## src/rtl/reg_file_wb_arb_if.sv

```systemverilog
// Writeback bundle: two producer valid/ready channels in, register file write ports C/D
// and the pending-write scoreboard out.
interface reg_file_wb_arb_if #(
  parameter int DATA_W = 16,
  parameter int ADDR_W = 3
);
  logic                     p0_valid_in;
  logic                     p0_ready_out;
  logic [ADDR_W-1:0]        p0_addr_in;
  logic [DATA_W-1:0]        p0_data_in;
  logic                     p1_valid_in;
  logic                     p1_ready_out;
  logic [ADDR_W-1:0]        p1_addr_in;
  logic [DATA_W-1:0]        p1_data_in;
  logic                     r_c_wen_out;
  logic [ADDR_W-1:0]        r_c_waddr_out;
  logic [DATA_W-1:0]        c_out;
  logic                     r_d_wen_out;
  logic [ADDR_W-1:0]        r_d_waddr_out;
  logic [DATA_W-1:0]        d_out;
  logic [(1<<ADDR_W)-1:0]   pending_out;

  modport master (
    output p0_valid_in, p0_addr_in, p0_data_in,
    output p1_valid_in, p1_addr_in, p1_data_in,
    input  p0_ready_out, p1_ready_out,
    input  r_c_wen_out, r_c_waddr_out, c_out,
    input  r_d_wen_out, r_d_waddr_out, d_out,
    input  pending_out
  );

  modport slave (
    input  p0_valid_in, p0_addr_in, p0_data_in,
    input  p1_valid_in, p1_addr_in, p1_data_in,
    output p0_ready_out, p1_ready_out,
    output r_c_wen_out, r_c_waddr_out, c_out,
    output r_d_wen_out, r_d_waddr_out, d_out,
    output pending_out
  );
endinterface

```

## src/rtl/reg_file_wb_arb.sv

```systemverilog
// Writeback arbiter: per-producer FIFOs feeding register file ports C/D, port C wins same-address collisions.
// Latency: 1 cycle accept->write (0 when REG_FILE_WB_ARB_BYPASS_EN bypasses an empty FIFO); collision adds 1 to port D.
// Backpressure: px_ready_out = FIFO not full, independent of same-cycle pop; low while reset_n is low.
module reg_file_wb_arb #(
  parameter int DATA_W = 16,
  parameter int ADDR_W = 3,
  parameter int DEPTH  = 2
) (
  input  logic        clock,
  input  logic        reset_n,
  reg_file_wb_arb_if.slave wb
);
  localparam int PTR_W = (DEPTH > 1) ? $clog2(DEPTH) : 1;
  localparam int CNT_W = $clog2(DEPTH + 1);
  localparam int NREG  = 1 << ADDR_W;

  typedef struct packed {
    logic [ADDR_W-1:0] addr;
    logic [DATA_W-1:0] data;
  } entry_t;

  entry_t            fifo0_q [DEPTH];
  entry_t            fifo1_q [DEPTH];
  logic [PTR_W-1:0]  rd0_q, wr0_q, rd1_q, wr1_q;
  logic [CNT_W-1:0]  cnt0_q, cnt1_q;

  entry_t            in0, in1, head0, head1;
  logic              head0_vld, head1_vld;
  logic              byp0, byp1;
  logic              collide;
  logic              wen_c, wen_d;
  logic              ready0, ready1;
  logic              push0, push1, pop0, pop1;
  logic [NREG-1:0]   pend;
  logic [PTR_W-1:0]  off;

  assign in0    = '{addr: wb.p0_addr_in, data: wb.p0_data_in};
  assign in1    = '{addr: wb.p1_addr_in, data: wb.p1_data_in};
  assign ready0 = reset_n && (cnt0_q < CNT_W'(DEPTH));
  assign ready1 = reset_n && (cnt1_q < CNT_W'(DEPTH));

  always_comb begin
    head0     = fifo0_q[rd0_q];
    head1     = fifo1_q[rd1_q];
    head0_vld = (cnt0_q != '0);
    head1_vld = (cnt1_q != '0);
    byp0      = 1'b0;
    byp1      = 1'b0;
`ifdef REG_FILE_WB_ARB_BYPASS_EN
    if (reset_n && !head0_vld && wb.p0_valid_in) begin
      head0     = in0;
      head0_vld = 1'b1;
      byp0      = 1'b1;
    end
    if (reset_n && !head1_vld && wb.p1_valid_in) begin
      head1     = in1;
      head1_vld = 1'b1;
      byp1      = 1'b1;
    end
`endif
    // Port C always wins; port D retries the same head next cycle so its value lands last.
    collide = head0_vld && head1_vld && (head0.addr == head1.addr);
    wen_c   = head0_vld;
    wen_d   = head1_vld && !collide;
    pop0    = wen_c && !byp0;
    pop1    = wen_d && !byp1;
    // A bypassed p0 entry always issues; a bypassed p1 entry is stored only if it lost a collision.
    push0   = wb.p0_valid_in && ready0 && !byp0;
    push1   = wb.p1_valid_in && ready1 && !(byp1 && wen_d);
  end

  always_comb begin
    pend = '0;
    off  = '0;
    for (int i = 0; i < DEPTH; i++) begin
      off = PTR_W'(i) - rd0_q;
      if (CNT_W'(off) < cnt0_q) pend[fifo0_q[i].addr] = 1'b1;
      off = PTR_W'(i) - rd1_q;
      if (CNT_W'(off) < cnt1_q) pend[fifo1_q[i].addr] = 1'b1;
    end
    if (byp0) pend[head0.addr] = 1'b1;
    if (byp1) pend[head1.addr] = 1'b1;
  end

  // Storage needs no reset: only entries covered by a count are ever observed.
  always_ff @(posedge clock) begin
    if (push0) fifo0_q[wr0_q] <= in0;
    if (push1) fifo1_q[wr1_q] <= in1;
  end

  always_ff @(posedge clock or negedge reset_n) begin
    if (!reset_n) begin
      rd0_q  <= '0;
      wr0_q  <= '0;
      cnt0_q <= '0;
      rd1_q  <= '0;
      wr1_q  <= '0;
      cnt1_q <= '0;
    end else begin
      if (push0) wr0_q <= wr0_q + 1'b1;
      if (pop0)  rd0_q <= rd0_q + 1'b1;
      if (push1) wr1_q <= wr1_q + 1'b1;
      if (pop1)  rd1_q <= rd1_q + 1'b1;
      cnt0_q <= cnt0_q + CNT_W'(push0) - CNT_W'(pop0);
      cnt1_q <= cnt1_q + CNT_W'(push1) - CNT_W'(pop1);
    end
  end

  assign wb.p0_ready_out  = ready0;
  assign wb.p1_ready_out  = ready1;
  assign wb.r_c_wen_out   = wen_c;
  assign wb.r_c_waddr_out = wen_c ? head0.addr : '0;
  assign wb.c_out         = wen_c ? head0.data : '0;
  assign wb.r_d_wen_out   = wen_d;
  assign wb.r_d_waddr_out = wen_d ? head1.addr : '0;
  assign wb.d_out         = wen_d ? head1.data : '0;
  assign wb.pending_out   = pend;
endmodule

```

## src/flat_wrapper.sv

```systemverilog
// flat-port wrapper written by rule: the top's interface ports become plain ports
module reg_file_wb_arb_flat 
#(
  parameter int DATA_W = 16,
  parameter int ADDR_W = 3,
  parameter int DEPTH  = 2
)
  (clock, reset_n, wb_p0_valid_in, wb_p0_addr_in, wb_p0_data_in, wb_p1_valid_in, wb_p1_addr_in, wb_p1_data_in, wb_p0_ready_out, wb_p1_ready_out, wb_r_c_wen_out, wb_r_c_waddr_out, wb_c_out, wb_r_d_wen_out, wb_r_d_waddr_out, wb_d_out, wb_pending_out);
  reg_file_wb_arb_if #(.DATA_W(DATA_W), .ADDR_W(ADDR_W)) wb_i ();
  input  logic clock;
  input  logic reset_n;
  input wire logic [$bits(wb_i.p0_valid_in)-1:0] wb_p0_valid_in;
  input wire logic [$bits(wb_i.p0_addr_in)-1:0] wb_p0_addr_in;
  input wire logic [$bits(wb_i.p0_data_in)-1:0] wb_p0_data_in;
  input wire logic [$bits(wb_i.p1_valid_in)-1:0] wb_p1_valid_in;
  input wire logic [$bits(wb_i.p1_addr_in)-1:0] wb_p1_addr_in;
  input wire logic [$bits(wb_i.p1_data_in)-1:0] wb_p1_data_in;
  output wire logic [$bits(wb_i.p0_ready_out)-1:0] wb_p0_ready_out;
  output wire logic [$bits(wb_i.p1_ready_out)-1:0] wb_p1_ready_out;
  output wire logic [$bits(wb_i.r_c_wen_out)-1:0] wb_r_c_wen_out;
  output wire logic [$bits(wb_i.r_c_waddr_out)-1:0] wb_r_c_waddr_out;
  output wire logic [$bits(wb_i.c_out)-1:0] wb_c_out;
  output wire logic [$bits(wb_i.r_d_wen_out)-1:0] wb_r_d_wen_out;
  output wire logic [$bits(wb_i.r_d_waddr_out)-1:0] wb_r_d_waddr_out;
  output wire logic [$bits(wb_i.d_out)-1:0] wb_d_out;
  output wire logic [$bits(wb_i.pending_out)-1:0] wb_pending_out;
  assign wb_i.p0_valid_in = wb_p0_valid_in;
  assign wb_i.p0_addr_in = wb_p0_addr_in;
  assign wb_i.p0_data_in = wb_p0_data_in;
  assign wb_i.p1_valid_in = wb_p1_valid_in;
  assign wb_i.p1_addr_in = wb_p1_addr_in;
  assign wb_i.p1_data_in = wb_p1_data_in;
  assign wb_p0_ready_out = wb_i.p0_ready_out;
  assign wb_p1_ready_out = wb_i.p1_ready_out;
  assign wb_r_c_wen_out = wb_i.r_c_wen_out;
  assign wb_r_c_waddr_out = wb_i.r_c_waddr_out;
  assign wb_c_out = wb_i.c_out;
  assign wb_r_d_wen_out = wb_i.r_d_wen_out;
  assign wb_r_d_waddr_out = wb_i.r_d_waddr_out;
  assign wb_d_out = wb_i.d_out;
  assign wb_pending_out = wb_i.pending_out;
  reg_file_wb_arb #(.DATA_W(DATA_W), .ADDR_W(ADDR_W), .DEPTH(DEPTH)) u_core (.clock(clock), .reset_n(reset_n), .wb(wb_i));
endmodule
```

## config.mk

```make
export PLATFORM = sky130hd
export DESIGN_NAME = reg_file_wb_arb_flat
export DESIGN_NICKNAME = d
export VERILOG_FILES = /design/src/rtl/reg_file_wb_arb_if.sv /design/src/rtl/reg_file_wb_arb.sv /design/src/flat_wrapper.sv
export SDC_FILE = /design/constraint.sdc
export NUM_CORES = 1
export LEC_CHECK = 0
export CORE_ASPECT_RATIO = 2
export CORE_MARGIN = 8
export CORE_UTILIZATION = 31
export CTS_CLUSTER_SIZE = 12
export DETAILED_ROUTE_END_ITERATION = 7
export PLACE_DENSITY = 0.63
export SLEW_MARGIN = 0
export SYNTH_ARGS = -nofsm -noshare
export SYNTH_HDL_FRONTEND = slang
export SYNTH_SLANG_ARGS = --single-unit
```

## constraint.sdc

```tcl
create_clock -name clock -period 2.89 [get_ports clock]
set_input_delay 0.7225 -clock clock [delete_from_list [all_inputs] [get_ports clock]]
set_output_delay 0.7225 -clock clock [all_outputs]
set_load 0.02 [all_outputs]
```

== Yosys cells after proc, flatten, opt, wreduce, memory -nomap -nowiden ==
Memories as Yosys holds them, arrays and structs flattened.
Cells that the tools add are included.

* Word-level logic and storage cells: 72
* Bits in writable memories: 76
* Memories: 2
* Bits in read-only memories: 0
* Latch bits: 0
* Register bits: 8
* Output and inout bits: 50

* Magnitude comparators: 14
* $mul: 0
* Equality and inequality tests: 1
* Shift-type cells: 0
* Divide/modulo/power cells: 0
* $add $sub $neg: 12
* Reduce and logical (&&, ||, !) cells: 14
* Bitwise gates (word level): 3
* Mux-type cells: 20

{| class="wikitable"
|+ Memory list
! name !! words !! bits a word !! read ports !! clocked after Yosys merged registers in !! write ports !! RTL line !! text
|-
| u_core.fifo0_q || 2 || 19 || 3 || 0 || 1 || reg_file_wb_arb.sv:22 || <nowiki>entry_t fifo0_q [DEPTH];</nowiki>
|-
| u_core.fifo1_q || 2 || 19 || 3 || 0 || 1 || reg_file_wb_arb.sv:23 || <nowiki>entry_t fifo1_q [DEPTH];</nowiki>
|}

{| class="wikitable"
|+ Operators by type and width
! cell !! number
|-
| 16-bit two-way mux || 2
|-
| 8-bit two-way mux || 4
|-
| 8-bit bitwise OR || 3
|-
| 3-bit by 4-bit < comparator with 1-bit output (second input constant) || 4
|-
| 1-bit demux with 3-bit select || 4
|-
| 3-bit by 1-bit greater-or-equal comparator with 1-bit output (second input constant) || 4
|-
| 1-bit logical AND || 11
|-
| 1-bit by 2-bit < comparator with 1-bit output || 4
|-
| 1-bit two-way mux || 8
|-
| 3-bit two-way mux || 2
|-
| 1-bit adder (second input constant) || 4
|-
| 2-bit by 1-bit adder with 2-bit output || 2
|-
| 2-bit < comparator (second input constant) || 2
|-
| 2-bit nonzero test || 2
|-
| 1-bit subtractor (first input constant) || 4
|-
| 2-bit by 1-bit subtractor with 2-bit output || 2
|-
| 3-bit == test || 1
|-
| 1-bit logical NOT || 1
|}

== Longest topological paths before layout ==
An unclocked memory read counts as a cell.

* Word-level depth: 12
* Gate-level depth with buffers: 11
* Gate-level depth less buffers: 9

== Worst setup path after synthesis ==
OpenSTA, ideal clock, no wires.

* Path kind: input -> register
* Start point: in reset_n
* End point: mem u_core.fifo1_q[0][0] (netlist name), enable pin
* Setup time: 0.395 ns
* Stages: 3
* Arrival: 2.134 ns
* Setup slack: 0.361 ns
* Path buffers: 0
* Cell sequence: nor2b_1 -> nand2_1 -> nor2_1

* Longest elaborated chain between the ends: 4

{| class="wikitable"
|+ RTL lines
! element !! RTL line !! text
|-
| start, declared || flat_wrapper.sv:11 || <nowiki>input logic reset_n;</nowiki>
|-
| 1-bit logical AND || reg_file_wb_arb.sv:40 || <nowiki>assign ready1 = reset_n && (cnt1_q < CNT_W'(DEPTH));</nowiki>
|-
| 1-bit logical AND || reg_file_wb_arb.sv:69 || <nowiki>push1 = wb.p1_valid_in && ready1 && !(byp1 && wen_d);</nowiki>
|-
| 1-bit two-way mux || reg_file_wb_arb.sv:88 || <nowiki>if (push1) fifo1_q[wr1_q] <= in1;</nowiki>
|-
| 1-bit two-way mux (not written as such) || reg_file_wb_arb.sv:88 ||
|-
| end, declared || reg_file_wb_arb.sv:23 ||
|}

Every way passes these cells.

== Worst setup path after layout ==
* Start point: reg u_core.rd1_q
* End point: out wb_d_out[1]

* Longest elaborated chain between the ends: 6

{| class="wikitable"
|+ RTL lines
! element !! RTL line !! text
|-
| start, declared || reg_file_wb_arb.sv:24 || <nowiki>logic [PTR_W-1:0] rd0_q, wr0_q, rd1_q, wr1_q;</nowiki>
|-
| start signal, assigned || reg_file_wb_arb.sv:103 || <nowiki>if (pop1) rd1_q <= rd1_q + 1'b1;</nowiki>
|-
| memory read 2 x 19 bit * || - ||
|-
| 3-bit == test || reg_file_wb_arb.sv:62 || <nowiki>collide = head0_vld && head1_vld && (head0.addr == head1.addr);</nowiki>
|-
| 1-bit logical AND || reg_file_wb_arb.sv:62 ||
|-
| 1-bit logical NOT || reg_file_wb_arb.sv:64 || <nowiki>wen_d = head1_vld && !collide;</nowiki>
|-
| 1-bit logical AND || reg_file_wb_arb.sv:64 ||
|-
| 16-bit two-way mux * || reg_file_wb_arb.sv:116 || <nowiki>assign wb.d_out = wen_d ? head1.data : '0;</nowiki>
|-
| end, declared || flat_wrapper.sv:25 || <nowiki>output wire logic [$bits(wb_i.d_out)-1:0] wb_d_out;</nowiki>
|}

Every way passes the cells marked *; elsewhere a longest branch is shown, timed or not.

==> results by group <==
Critical path
  • Delay of the slowest cell on the worst path: 440 ps
  • Crit. Startpoint: u_core.rd1_q
  • Worst path arrival time: 2070 ps
  • Cell with the largest stage delay on the worst path: dfrtp_2
  • Startpoint class of the critical path: flip-flop
  • Critical-path maximum fanout: 21
  • CP Cell Sequence: mux2i_1 -> xnor2_1 -> a41o_1 -> buf_12 -> nor2_1 -> dlygate4sd2_1
  • Worst flop-to-flop path startpoint: u_core.rd1_q
  • WP data required: 2170 ps
  • Classification of the worst setup path: reg2out
  • Worst setup EP type: primary output

Timing
  • Post-Route Setup TNS: 0 ps
  • F_max: 0.358 GHz
  • # setup viols final: 0
  • Worst setup skew after layout: 6.24 ps
  • Final Hold Violating Endpoints: 0
  • Worst relative slew slack: 0.755
  • Actual slew at the worst max-slew pin: 367 ps
  • Setup repair after global routing missed its margin: no
  • Final Slew Violations: 0
  • Min Tclk post-route: 2800 ps
  • Final Cycle Share: 0.967

Final layout
  • Leading cell types in the layout, fill and taps excluded: edfxtp_1 (76), clkdlybuf4s50_1 (61), nor2_1 (43)
  • Final cell area excluding filler cells: 5050 um^2
  • Filler cells: 1061
  • Ratio of cells with drive above 1 in the final layout: 0.138
  • Layout area overhead: 41.3%
  • Finished Core Util: 0.448
  • Count of inserted antenna diode cells: 0
  • Total number of nets in the final design: 401
  • Most common library cell in the layout ignoring fill and taps: edfxtp_1

Clock network
  • Clock-pin transition on the worst setup and hold timing paths: 60 ps
  • Sinks on the clock net: 84
  • CTS tree: yes
  • Source-to-sink clock delay at the later pin of the worst-skew pair: 330 ps
  • Max clock buf depth: 2
  • Number of buffers created by CTS: 9
  • Number of H-tree levels: 3
  • CTS Root Buffer Type: clkbuf_16

Global route
  • Total global routing overflow: 0
  • Wire length of the first global-routing pass: 13200 um
  • Initial antenna violation count: 0
  • Number of global-route vias before repair: 2616
  • Maximum number of pins on one net before global-route repair: 22
  • Overall global routing resource usage: 0.113

Routing
  • Count of vias placed by the detailed router: 2336
  • Vias per inst: 4.63
  • Average wire per cell in the routed design: 16.8 um
  • Final wirelength: 8460 um
  • Post-detailed-route count of antenna-violating nets: 0
  • Number of remaining DRC errors: 0
  • Initial detailed-routing violation count: 103
  • Iteration count of the initial detailed-routing pass: 4

Floorplanning
  • Top Ports: 92
  • Floorplan die area: 15400 um^2
  • Effective utilization at floorplan: 0.317
  • Die boundary height: 168 um
  • Die boundary width: 91.9 um
  • Area of the core: 11300 um^2
  • Number of standard-cell rows in the floorplan: 55

Logic synthesis
  • Yosys warns: 0
  • Post-synth cell types: 28
  • Post-synthesis instance area: 3580 um^2
  • Number of nets in the synthesized netlist: 291
  • Number of instances in the synthesized netlist: 247
  • Register area share after synthesis: 0.694
  • Number of synthesized register bits: 84
  • Post-Synthesis Mean Instance Area: 14.5 um^2

Status
  • Status: completed

Run
  • Max Cap Viol: 0

Worst hold path
  • Worst min-delay path startpoint: u_core.wr0_q
  • Type of the most critical hold path: reg2reg

Placed design
  • Global placer's final weighted congestion: 0.823
  • Post-placement cell area: 4760 um^2
  • Post-detail-place hpwl: 6560 um
  • Count of port buffers added during placement: 91

Pwr
  • Leak: 1.93 nW
  • PwrDens: 859 nW/um^2
  • Max rail drop VDD: 430 uV
==> power breakdown <==
| part | internal (W) | switching, W |
|---|---|---|
| registers | 0.00150 | 0.000106 |
| logic | 0.000740 | 0.000890 |
| clock network | 0.000694 | 0.000410 |
| total | 0.00294 | 0.00141 |
==> worst max-delay path: cells and delay by family, from the launching register on <==
kind / cells / cell delay (ps)
buf+inv: 2 / 510
simple gates: 1 / 120
compound gates: 1 / 270
flops: 1 / 440
mux: 1 / 290
xor+xnor: 1 / 110
==> sequential cells by signal (all words and copies together) (netlist names) <==
name and count:
u_core.cnt1_q 2, u_core.fifo0_q 38, u_core.wr0_q 1, u_core.wr1_q 1
u_core.fifo1_q 38, u_core.cnt0_q 2, u_core.rd1_q 1, u_core.rd0_q 1
==> final cells by class <==
type	instances	area (um^2)	area share
sequential	84	2480	0.492
timing repair buffer	109	1050	0.209
multi-input combinational	145	1010	0.201
clock buffer	14	254	0.0503
tap	142	178	0.0352
clock inverter	2	37.5	0.00743
inverter	8	30.0	0.00594
==> path summary, 6_finish.rpt <==
| path | endpoint | slack (ps) | cells past startpoint |
|---|---|---|---|
| min in group asynchronous | u_core.wr0_q | 580 | 1 |
| worst min register to register | u_core.wr0_q | 520 | 1 |
| max in group asynchronous | u_core.rd1_q | 1970 | 2 |
| worst max register to register | u_core.cnt1_q[1] | 640 | 10 |
| worst min-delay path | u_core.wr0_q | 520 | 1 |
| worst max-delay path | wb_d_out[1] | 90 | 6 |
==> through the flow <==
step	total power [W]	worst slack, ps	hold WS [ps]	cells
global placement	0.00335	118	501	487
finish	0.00434	94.0	516	504
floorplan	0.00264	361	427	247
global route	0.00458	1.47	545	504
CTS	0.00440	28.0	516	504
detailed placement	0.00337	71.2	505	487
==> what timing repair did <==
item                                    CTS  global route
resized for setup                        28             7
endpoints found under the setup margin   22            20
hold buffers                              0             0
buffers inserted                          1             0
==> layer usage <==
metal / part of all wire / vias up / GRT usage
met5: 0 / - / 0
met4: 0.038 / 0 / 0.0713
met3: 0.061 / 22 / 0.0383
met2: 0.56 / 81 / 0.212
met1: 0.34 / 1106 / 0.0966
li1: - / 1127 / -
==> synth_stat cells <==
library cell	number	area share
a211o_1	1	0.0024
a21o_1	1	0.0021
a21oi_1	1	0.0014
a32oi_1	4	0.0098
a41o_1	1	0.0028
and2_1	2	0.0035
and3_1	2	0.0035
buf_2	3	0.0042
buf_4	2	0.0042
buf_6	3	0.0094
clkbuf_1	2	0.0021
dfrtp_1	8	0.056
edfxtp_1	76	0.64
ha_1	2	0.0070
inv_1	8	0.0084
mux2i_1	38	0.11
nand2_1	8	0.0084
nand2b_1	4	0.0070
nor2_1	46	0.048
nor2b_1	8	0.014
o211ai_1	3	0.0063
o21ai_0	3	0.0042
o21bai_1	2	0.0042
o221ai_1	4	0.0098
o2bb2ai_1	1	0.0024
o32a_1	3	0.0084
or2_2	2	0.0035
xnor2_1	9	0.022
==> cells by family after synthesis <==
logic type | share of synthesized area
AO/OA/AOI/OAI | 0.0539
XOR/XNOR | 0.0220
adder cells (fa/ha/maj) | 0.00700
buffers and inverters | 0.0283
flip-flops | 0.694
multiplexers | 0.106
AND/OR/NAND/NOR | 0.0882
No activity file was read; power rests on OpenSTA's default activity.
